$ cat src/rtl/wb_writeback_unit.sv
// wb_writeback_unit
//
// Write-back stage initiator for the 32x64-bit register file. Retiring results
// from MEM are accepted over a valid/ready handshake into a 2-entry FIFO. The
// ALU/load select is applied on entry. The FIFO head drives the register file
// write port. A per-register pending-write scoreboard lets ID stall reads of
// registers that still have writes in flight.
//
// Ports
//   Clk, Reset_n          clock, asynchronous active-low reset
//   in_valid / in_ready   MEM-side handshake
//   in_rd, in_regwr       destination register and write flag
//   in_memtoreg           1: in_mem_data, 0: in_alu_result
//   in_alu_result         ALU result
//   in_mem_data           load data
//   wb_stall              hold the FIFO head (no pop, no write)
//   BusW, RW, RegWr       register file write port
//   iss_valid, iss_rd     ID issue of a register-writing instruction
//   iss_regwr             issued instruction writes a register
//   iss_ready             scoreboard can record the issue
//   pend_mask             bit i set while register i has outstanding writes
module wb_writeback_unit #(
   parameter int unsigned DEPTH = 2,
   parameter int unsigned CNTW  = 2
) (
   input  logic        Clk,
   input  logic        Reset_n,
   input  logic        in_valid,
   output logic        in_ready,
   input  logic [4:0]  in_rd,
   input  logic        in_regwr,
   input  logic        in_memtoreg,
   input  logic [63:0] in_alu_result,
   input  logic [63:0] in_mem_data,
   input  logic        wb_stall,
   output logic [63:0] BusW,
   output logic [4:0]  RW,
   output logic        RegWr,
   input  logic        iss_valid,
   input  logic [4:0]  iss_rd,
   input  logic        iss_regwr,
   output logic        iss_ready,
   output logic [31:0] pend_mask
);

   // DEPTH is fixed at 2, so 1-bit pointers wrap naturally.
   localparam int unsigned PtrW  = 1;
   localparam int unsigned FillW = 2;

   logic [63:0]      data_q [DEPTH];
   logic [4:0]       rd_q   [DEPTH];
   logic [DEPTH-1:0] regwr_q;
   logic [PtrW-1:0]  wptr_q, rptr_q;
   logic [FillW-1:0] fill_q, fill_d;

   logic        push, pop, head_valid;
   logic [63:0] head_data;
   logic [4:0]  head_rd;
   logic        head_regwr;

   logic [CNTW-1:0] cnt_q [31];
   logic [CNTW-1:0] cnt_d [31];
   logic            iss_sat;
   logic            inc;

   // FIFO control and head drive
   always_comb begin
      head_valid = (fill_q != '0);
      // Full check ignores a same-cycle pop: no bypass of the full condition.
      in_ready   = (fill_q < FillW'(DEPTH));
      push       = in_valid & in_ready;
      pop        = head_valid & ~wb_stall;
      head_data  = data_q[rptr_q];
      head_rd    = rd_q[rptr_q];
      head_regwr = regwr_q[rptr_q];
      BusW       = head_valid ? head_data : '0;
      RW         = head_valid ? head_rd : '0;
      // X31 is never written to the register file; such entries still pop.
      RegWr      = pop & head_regwr & (head_rd != 5'd31);
      fill_d     = fill_q;
      if (push && !pop) begin
         fill_d = fill_q + FillW'(1);
      end else if (pop && !push) begin
         fill_d = fill_q - FillW'(1);
      end
   end

   always_ff @(posedge Clk or negedge Reset_n) begin
      if (!Reset_n) begin
         wptr_q  <= '0;
         rptr_q  <= '0;
         fill_q  <= '0;
         regwr_q <= '0;
         for (int i = 0; i < DEPTH; i++) begin
            data_q[i] <= '0;
            rd_q[i]   <= '0;
         end
      end else begin
         fill_q <= fill_d;
         if (push) begin
            data_q[wptr_q]  <= in_memtoreg ? in_mem_data : in_alu_result;
            rd_q[wptr_q]    <= in_rd;
            regwr_q[wptr_q] <= in_regwr;
            wptr_q          <= wptr_q + PtrW'(1);
         end
         if (pop) begin
            rptr_q <= rptr_q + PtrW'(1);
         end
      end
   end

   // Pending-write scoreboard; register 31 has no counter.
   always_comb begin
      iss_sat = 1'b0;
      for (int i = 0; i < 31; i++) begin
         if (iss_rd == 5'(i) && cnt_q[i] == '1) begin
            iss_sat = 1'b1;
         end
      end
      iss_ready = ~(iss_regwr & iss_sat);
      inc       = iss_valid & iss_ready & iss_regwr & (iss_rd != 5'd31);
      pend_mask = '0;
      for (int i = 0; i < 31; i++) begin
         cnt_d[i]     = cnt_q[i];
         pend_mask[i] = (cnt_q[i] != '0);
         if (inc && iss_rd == 5'(i) && !(RegWr && head_rd == 5'(i))) begin
            cnt_d[i] = cnt_q[i] + CNTW'(1);
         end else if (RegWr && head_rd == 5'(i) && !(inc && iss_rd == 5'(i))
                      && cnt_q[i] != '0) begin
            // A write for a register with no pending count holds at zero.
            cnt_d[i] = cnt_q[i] - CNTW'(1);
         end
      end
   end

   always_ff @(posedge Clk or negedge Reset_n) begin
      if (!Reset_n) begin
         for (int i = 0; i < 31; i++) begin
            cnt_q[i] <= '0;
         end
      end else begin
         for (int i = 0; i < 31; i++) begin
            cnt_q[i] <= cnt_d[i];
         end
      end
   end

endmodule

$ cat config.mk
export PLATFORM = sky130hd
export DESIGN_NAME = wb_writeback_unit
export DESIGN_NICKNAME = d
export VERILOG_FILES = /design/src/rtl/wb_writeback_unit.sv
export SDC_FILE = /design/constraint.sdc
export NUM_CORES = 1
export LEC_CHECK = 0
export ABC_AREA = 1
export BUFFER_PORTS_ARGS = -buffer_cell sky130_fd_sc_hd__clkbuf_2
export CELL_PAD_IN_SITES_DETAIL_PLACEMENT = 2
export CELL_PAD_IN_SITES_GLOBAL_PLACEMENT = 2
export CORE_ASPECT_RATIO = 2
export CORE_MARGIN = 2
export CORE_UTILIZATION = 31
export DETAILED_ROUTE_END_ITERATION = 10
export GPL_ROUTABILITY_DRIVEN = 0
export PLACE_DENSITY_LB_ADDON = 0.25
export SKIP_LAST_GASP = 1
export SYNTH_ARGS = -nofsm -noshare
export SYNTH_HDL_FRONTEND = slang
export SYNTH_SLANG_ARGS = --single-unit
$ cat constraint.sdc
create_clock -name Clk -period 2.2 [get_ports Clk]
set_input_delay 0.33 -clock Clk [delete_from_list [all_inputs] [get_ports Clk]]
set_output_delay 0.33 -clock Clk [all_outputs]
set_load 0.02 [all_outputs]
Yosys cells after proc, flatten, opt, wreduce, memory -nomap -nowiden --
Cells that the tools add are included.
Operators by class: add/sub/neg operators 66, magnitude comparators 7, eq/ne operators 93, multiplexer cells 115, bitwise logic cells 12, reductions and logical operators 320
Operators with widths (number):
- 2-to-1 mux 64 bit | 6
- logical AND 1 bit | 190
- equality test 5 bit, second input constant | 30
- bitwise mux 128 bit | 1
- 2-to-1 mux 2 bit | 64
- nonzero test 2 bit | 64
- equality test 5 x 4 -> 1 bit, second input constant | 16
- adder 2 x 1 -> 2 bit, second input constant | 32
- demux 64 bit (select 1 bit) | 1
- zero test 1 bit | 64
- subtractor 2 x 1 -> 2 bit, second input constant | 32
- equality test 2 bit, second input constant | 31
- equality test 5 x 3 -> 1 bit, second input constant | 8
- 2-to-1 mux 1 bit | 34
- 2-to-1 mux 5 bit | 5
- equality test 5 x 2 -> 1 bit, second input constant | 4
- bitwise mux 10 bit | 1
- equality test 5 x 1 -> 1 bit, second input constant | 2
- zero test 5 bit | 2
- inequality test 5 bit, second input constant | 2
- bitwise AND 1 bit | 8
- demux 5 bit (select 1 bit) | 1
- greater-or-equal comparator 2 bit, second input constant | 2
- less-than comparator 1 x 2 -> 1 bit, second input constant | 2
- 8 further kinds | 11
Word-level totals: register bits 206, output and inout bits 104, logic and storage cells 652

Logic depth before layout (Yosys ltp) --
word-level depth 44, gate-level depth with buffers 17

Worst setup path after synthesis --
Ideal clock, no wire load.
path type register to register, from register rptr_q, to register cnt_q[29] (netlist bit), arrival time 2.087 ns, required time 2.083 ns, slack -0.004 ns, cell stages (with the launch flop) 17, period minus slack after synthesis 2.204 ns, cells stage by stage dfrtp_1 -> buf_2 -> o21ai_0 -> nor2_1 -> nand2_1 -> nor2_1 -> nor2_2 -> nand2_1 -> inv_2 -> buf_4 -> nand2_1 -> nor2_1 -> nand2_1 -> nand2_1 -> nand2_1 -> nand2_1 -> nand2_1
Between the ends: word-level cells in the longest chain between the ends 10, elaborated cells on any way between the ends 17
Ends and longest elaborated chain:
- from (decl) | RTL line 53 | logic [PtrW-1:0] wptr_q, rptr_q;
- from (signal assigned) | RTL line 107 | rptr_q <= rptr_q + PtrW'(1);
- NOT 1 -> 2 bit (implied by the code) | RTL line 74 | head_rd = rd_q[rptr_q];
- 2-to-1 mux 5 bit (implied by the code) (3 in series) | RTL line 74
- inequality test 5 bit | RTL line 79 | RegWr = pop & head_regwr & (head_rd != 5'd31);
- bitwise AND 1 bit * | RTL line 79
- net RegWr | RTL line 38 | output logic RegWr,
- logical AND 1 bit * | RTL line 126, 128
- zero test 1 bit or logical AND 1 bit (tied branches) | RTL line 126, 128
- logical AND 1 bit (on tied branches) | RTL line 126, 129
- 2-to-1 mux 2 bit or nonzero test 2 bit (tied branches)
- to (signal, indexed assignment) | RTL line 143 | cnt_q[i] <= cnt_d[i];
- to (decl) | RTL line 61 | logic [CNTW-1:0] cnt_q [31];
The timed path passes the listed nets; every way through them passes the cells marked *. The select of a mux whose other input is x is not followed. A chain may end at the register's enable or synchronous reset.

Worst setup path after layout --
from input port iss_rd[2], to register cnt_q[7] (netlist bit)
Between the ends: word-level cells in the longest chain between the ends 43, elaborated cells on any way between the ends 106
Ends and longest elaborated chain:
- from (decl) | RTL line 40 | input logic [4:0] iss_rd,
- zero test 5 bit | RTL line 116 | if (iss_rd == 5'(i) && cnt_q[i] == '1) begin
- logical AND 1 bit | RTL line 116
- 2-to-1 mux 1 bit (31 in series) | RTL line 116
- bitwise AND 1 bit | RTL line 120 | iss_ready = ~(iss_regwr & iss_sat);
- NOT 1 bit | RTL line 120
- bitwise AND 1 bit (3 in series) | RTL line 121 | inc = iss_valid & iss_ready & iss_regwr & (iss_rd != 5'd31);
- logical AND 1 bit * | RTL line 126, 128
- zero test 1 bit | RTL line 128 | end else if (RegWr && head_rd == 5'(i) && !(inc && iss_rd == 5'(i))
- logical AND 1 bit | RTL line 128
- logical AND 1 bit | RTL line 129 | && cnt_q[i] != '0) begin
- nonzero test 2 bit (no line)
Mark *: on every way between the ends. The rest lies on a longest branch, timed or not.

==> run metrics <==
status=finished, violations left; failing checks=setup timing; worst path arrival time=just over 3 ns; Die X=145 um; WS Path Type=input pin to flip-flop; Post-synth top flop=dfrtp_1; CP Data Required Time=2.61 ns; placed insts=about 2600; HP Start=in_rd[2]; largest net degree at the start of global routing=79; GRT overflow=0; unrepaired setup endpoints after global routing=true; first-pass GRT wire length=92.1 mm; HP Class=input pin to flip-flop; Clock Tree Buf Depth=3; Seq/Total Area, Yosys=a little over two fifths; Area Growth Syn to Fin=55.1%; Top Ports=250; VDD IR max=1000 uV; Gate Count Post-Synth=about 1800; DR vias=14660; vias in the first global route=roughly 16000; DRT iter0 DRCs=560; Reg-to-Reg Start=cnt_q[60]$_DFFE_PN0P_; first drt pass iteration count=5; max-slew violation count=0; Max-Cap Viols=0; H-tree Lvls=1; worst r2r path cells=15; unique cell type count in the Yosys netlist=30; Clk Latency, worst-skew pair=roughly 0.55 ns; Mapped Area=between 10000 and 15000 um^2; Worst Hold End=rd_q[7]$_DFFE_PN0P_; Yosys warnings=0; Port Buf Inserts=approximately 250; hpwl dp=between 30 and 40 mm; fin cells=2756; CP endpoint kind=flip-flop; All-Layer GR Usage=about 30%; syn nets=about 1900; fin crit share=121%; area of the core=a little under 40000 um^2; crit-path max FO=11; Seq cells post-synth=between 200 and 250; Pleak=9.83 nW; clk slew on worst S/H paths=~0.070 ns; clk root buf=clkbuf_16; startpoint types=input pin; Post-synth EDFFs=0; R2R Setup Slk=-0.28 ns; Final Hold Vio Count=0; share of async-settable or async-resettable flops after synthesis=between 90% and 100%; worst-margin pin slew=between 0.7 and 0.8 ns; highest clock rate=~380 MHz; Initial Util=about 31%; Final Cell Area=19000 um^2; Rows=around 100; pwr dens=roughly 1500 nW/um^2; # nets final=2359; vias per cell=between 5 and 6; die area=41300 um^2; setup TNS=-21.49 ns; hold path depth=3; Die Ht=roughly 290 um; post-route setup slack=-0.455 ns; Antenna Nets Post-Route=0; Avg Synthesized Cell Area=roughly 7.0 um^2; Post-Place Cell Area=roughly 15000 um^2; Tmin final=approximately 2.7 ns; Inserted Clock Buffers=23; r2r endpoint=cnt_q[55]$_DFFE_PN0P_; Slew Limit Headroom=between 50 and 60%; clock net sink count=between 200 and 250; layout cell share with drive strength beyond 1=roughly 40%; Clock Skew=0.0270 ns; DRC errors left=0; wire per inst=approximately 25 um; initial antenna violation count=2; Total Wirelength=roughly 70 mm; CTS tree=yes; Final setup viols=130
## how the worst max path moves through the flow
stage | start | end | cells after the start
global route | iss_rd[2] | cnt_q[7]$_DFFE_PN0P_ | 13
floorplan | rptr_q$_DFFE_PN0P_ | cnt_q[29]$_DFFE_PN0P_ | 16
finish | iss_rd[2] | cnt_q[7]$_DFFE_PN0P_ | 13
detailed placement | iss_rd[3] | cnt_q[23]$_DFFE_PN0P_ | 13
CTS | cnt_q[20]$_DFFE_PN0P_ | iss_ready | 11
global placement | iss_rd[3] | cnt_q[23]$_DFFE_PN0P_ | 13
## where the power goes
part,leakage [nW],switching [mW],internal [mW]
Combinational,6.86,11.0,7.09
Sequential,2.60,1.08,5.49
Clock,0.364,1.82,2.22
Total,9.83,13.9,14.8
## registers in the layout (all words and copies together) (netlist names)
name     flops
fill_q       2
data_q     128
cnt_q       62
rd_q        10
rptr_q       1
wptr_q       1
regwr_q      2
## layout by cell type, fill, tap and decap left out, types with 28 or more instances in the layout
cell / Yosys / routed
buf_4: 3 / 231
a211oi_2: 0 / 51
clkbuf_16: 0 / 28
o21ai_0: 78 / 73
inv_1: 220 / 189
nor2_1: 219 / 154
inv_2: 4 / 30
nand3_1: 116 / 78
nor2_2: 3 / 34
nand2_1: 620 / 545
nor2_4: 3 / 40
nand2_2: 1 / 61
dfrtp_1: 206 / 205
clkbuf_2: 0 / 179
nand4_1: 46 / 46
mux2_2: 64 / 64
## routing by layer
metal	vias up	part of all wire [%]	track usage [%]
li1	6448	-	-
met1	7450	32	27.3
met2	500	55	57.7
met3	262	4.1	4.52
met4	0	8.9	16.6
met5	-	0	0
## synthesized netlist by cell type, types with 6 or more instances
cell | n | area, um^2
buf_2 | 9 | 45.0
dfrtp_1 | 206 | 5150
inv_1 | 220 | 826
or2_0 | 7 | 43.8
a211oi_1 | 64 | 480
nand2_1 | 620 | 2330
a21oi_1 | 6 | 30.0
clkbuf_1 | 55 | 206
o21ai_0 | 78 | 390
nand3_1 | 116 | 581
nor2_1 | 219 | 822
nand4_1 | 46 | 288
buf_1 | 7 | 26.3
nor3_1 | 6 | 30.0
mux2_2 | 64 | 721
nand3_2 | 7 | 70.1
## cell families (layout without fill, tap and decap cells)
kind of cell | count (synthesis) | in the layout | share of synthesized area [%]
AOI/OAI and AO/OA | 148 | 148 | 7.34
xor gates and xnor gates | 3 | 3 | 0.214
adders and majority gates | 1 | 1 | 0.102
buffers and inverters | 301 | 764 | 9.45
DFF | 206 | 206 | 42.0
muxes | 64 | 64 | 5.87
other | 1 | 3 | 0.0306
and+or+nand+nor | 1039 | 1042 | 35.0
## timing repair
item,in CTS,in global routing
buffers inserted,28,33
hold endpoints to repair,46,0
gates cloned,17,5
hold buffers,2,0
gates resized for setup,222,354
pin swaps,38,83
endpoints found under the setup margin,131,131
## cell type report
type / instances / area (um^2)
fillers: 4360 / 20300
multi-input cells: 1259 / 7410
flip-flops and latches: 206 / 5160
repair buffers: 496 / 4170
inverters: 226 / 885
well taps: 525 / 657
clock buffers: 30 / 652
clock inverters: 12 / 98.8
diodes: 2 / 5.00
## critical path, stage by stage
cell and delay, ns:
clkbuf_2 0.17, nand2_1 0.23, nor2_1 0.37, nand2_1 0.15, nand3_1 0.50, clkinv_1 0.41, buf_4 0.30, nand4_1 0.16
nand2_1 0.13, nand2_1 0.10, nand2_1 0.06, nand2_1 0.07, nand2_1 0.08
## through the flow
step	worst slack, ns	hold WS (ns)	power [mW]	utilization, %
2_1_floorplan	0.00118	0.0344	13.0	-
3_3_place_gp	-0.851	0.325	17.8	38.9
3_5_place_dp	-0.935	0.330	18.5	38.9
4_1_cts	-0.184	0.00901	26.1	44.6
5_1_grt	-0.487	0.0569	30.1	48.4
6_report	-0.455	0.0321	28.7	48.4
No activity file was read; power rests on OpenSTA's default activity.
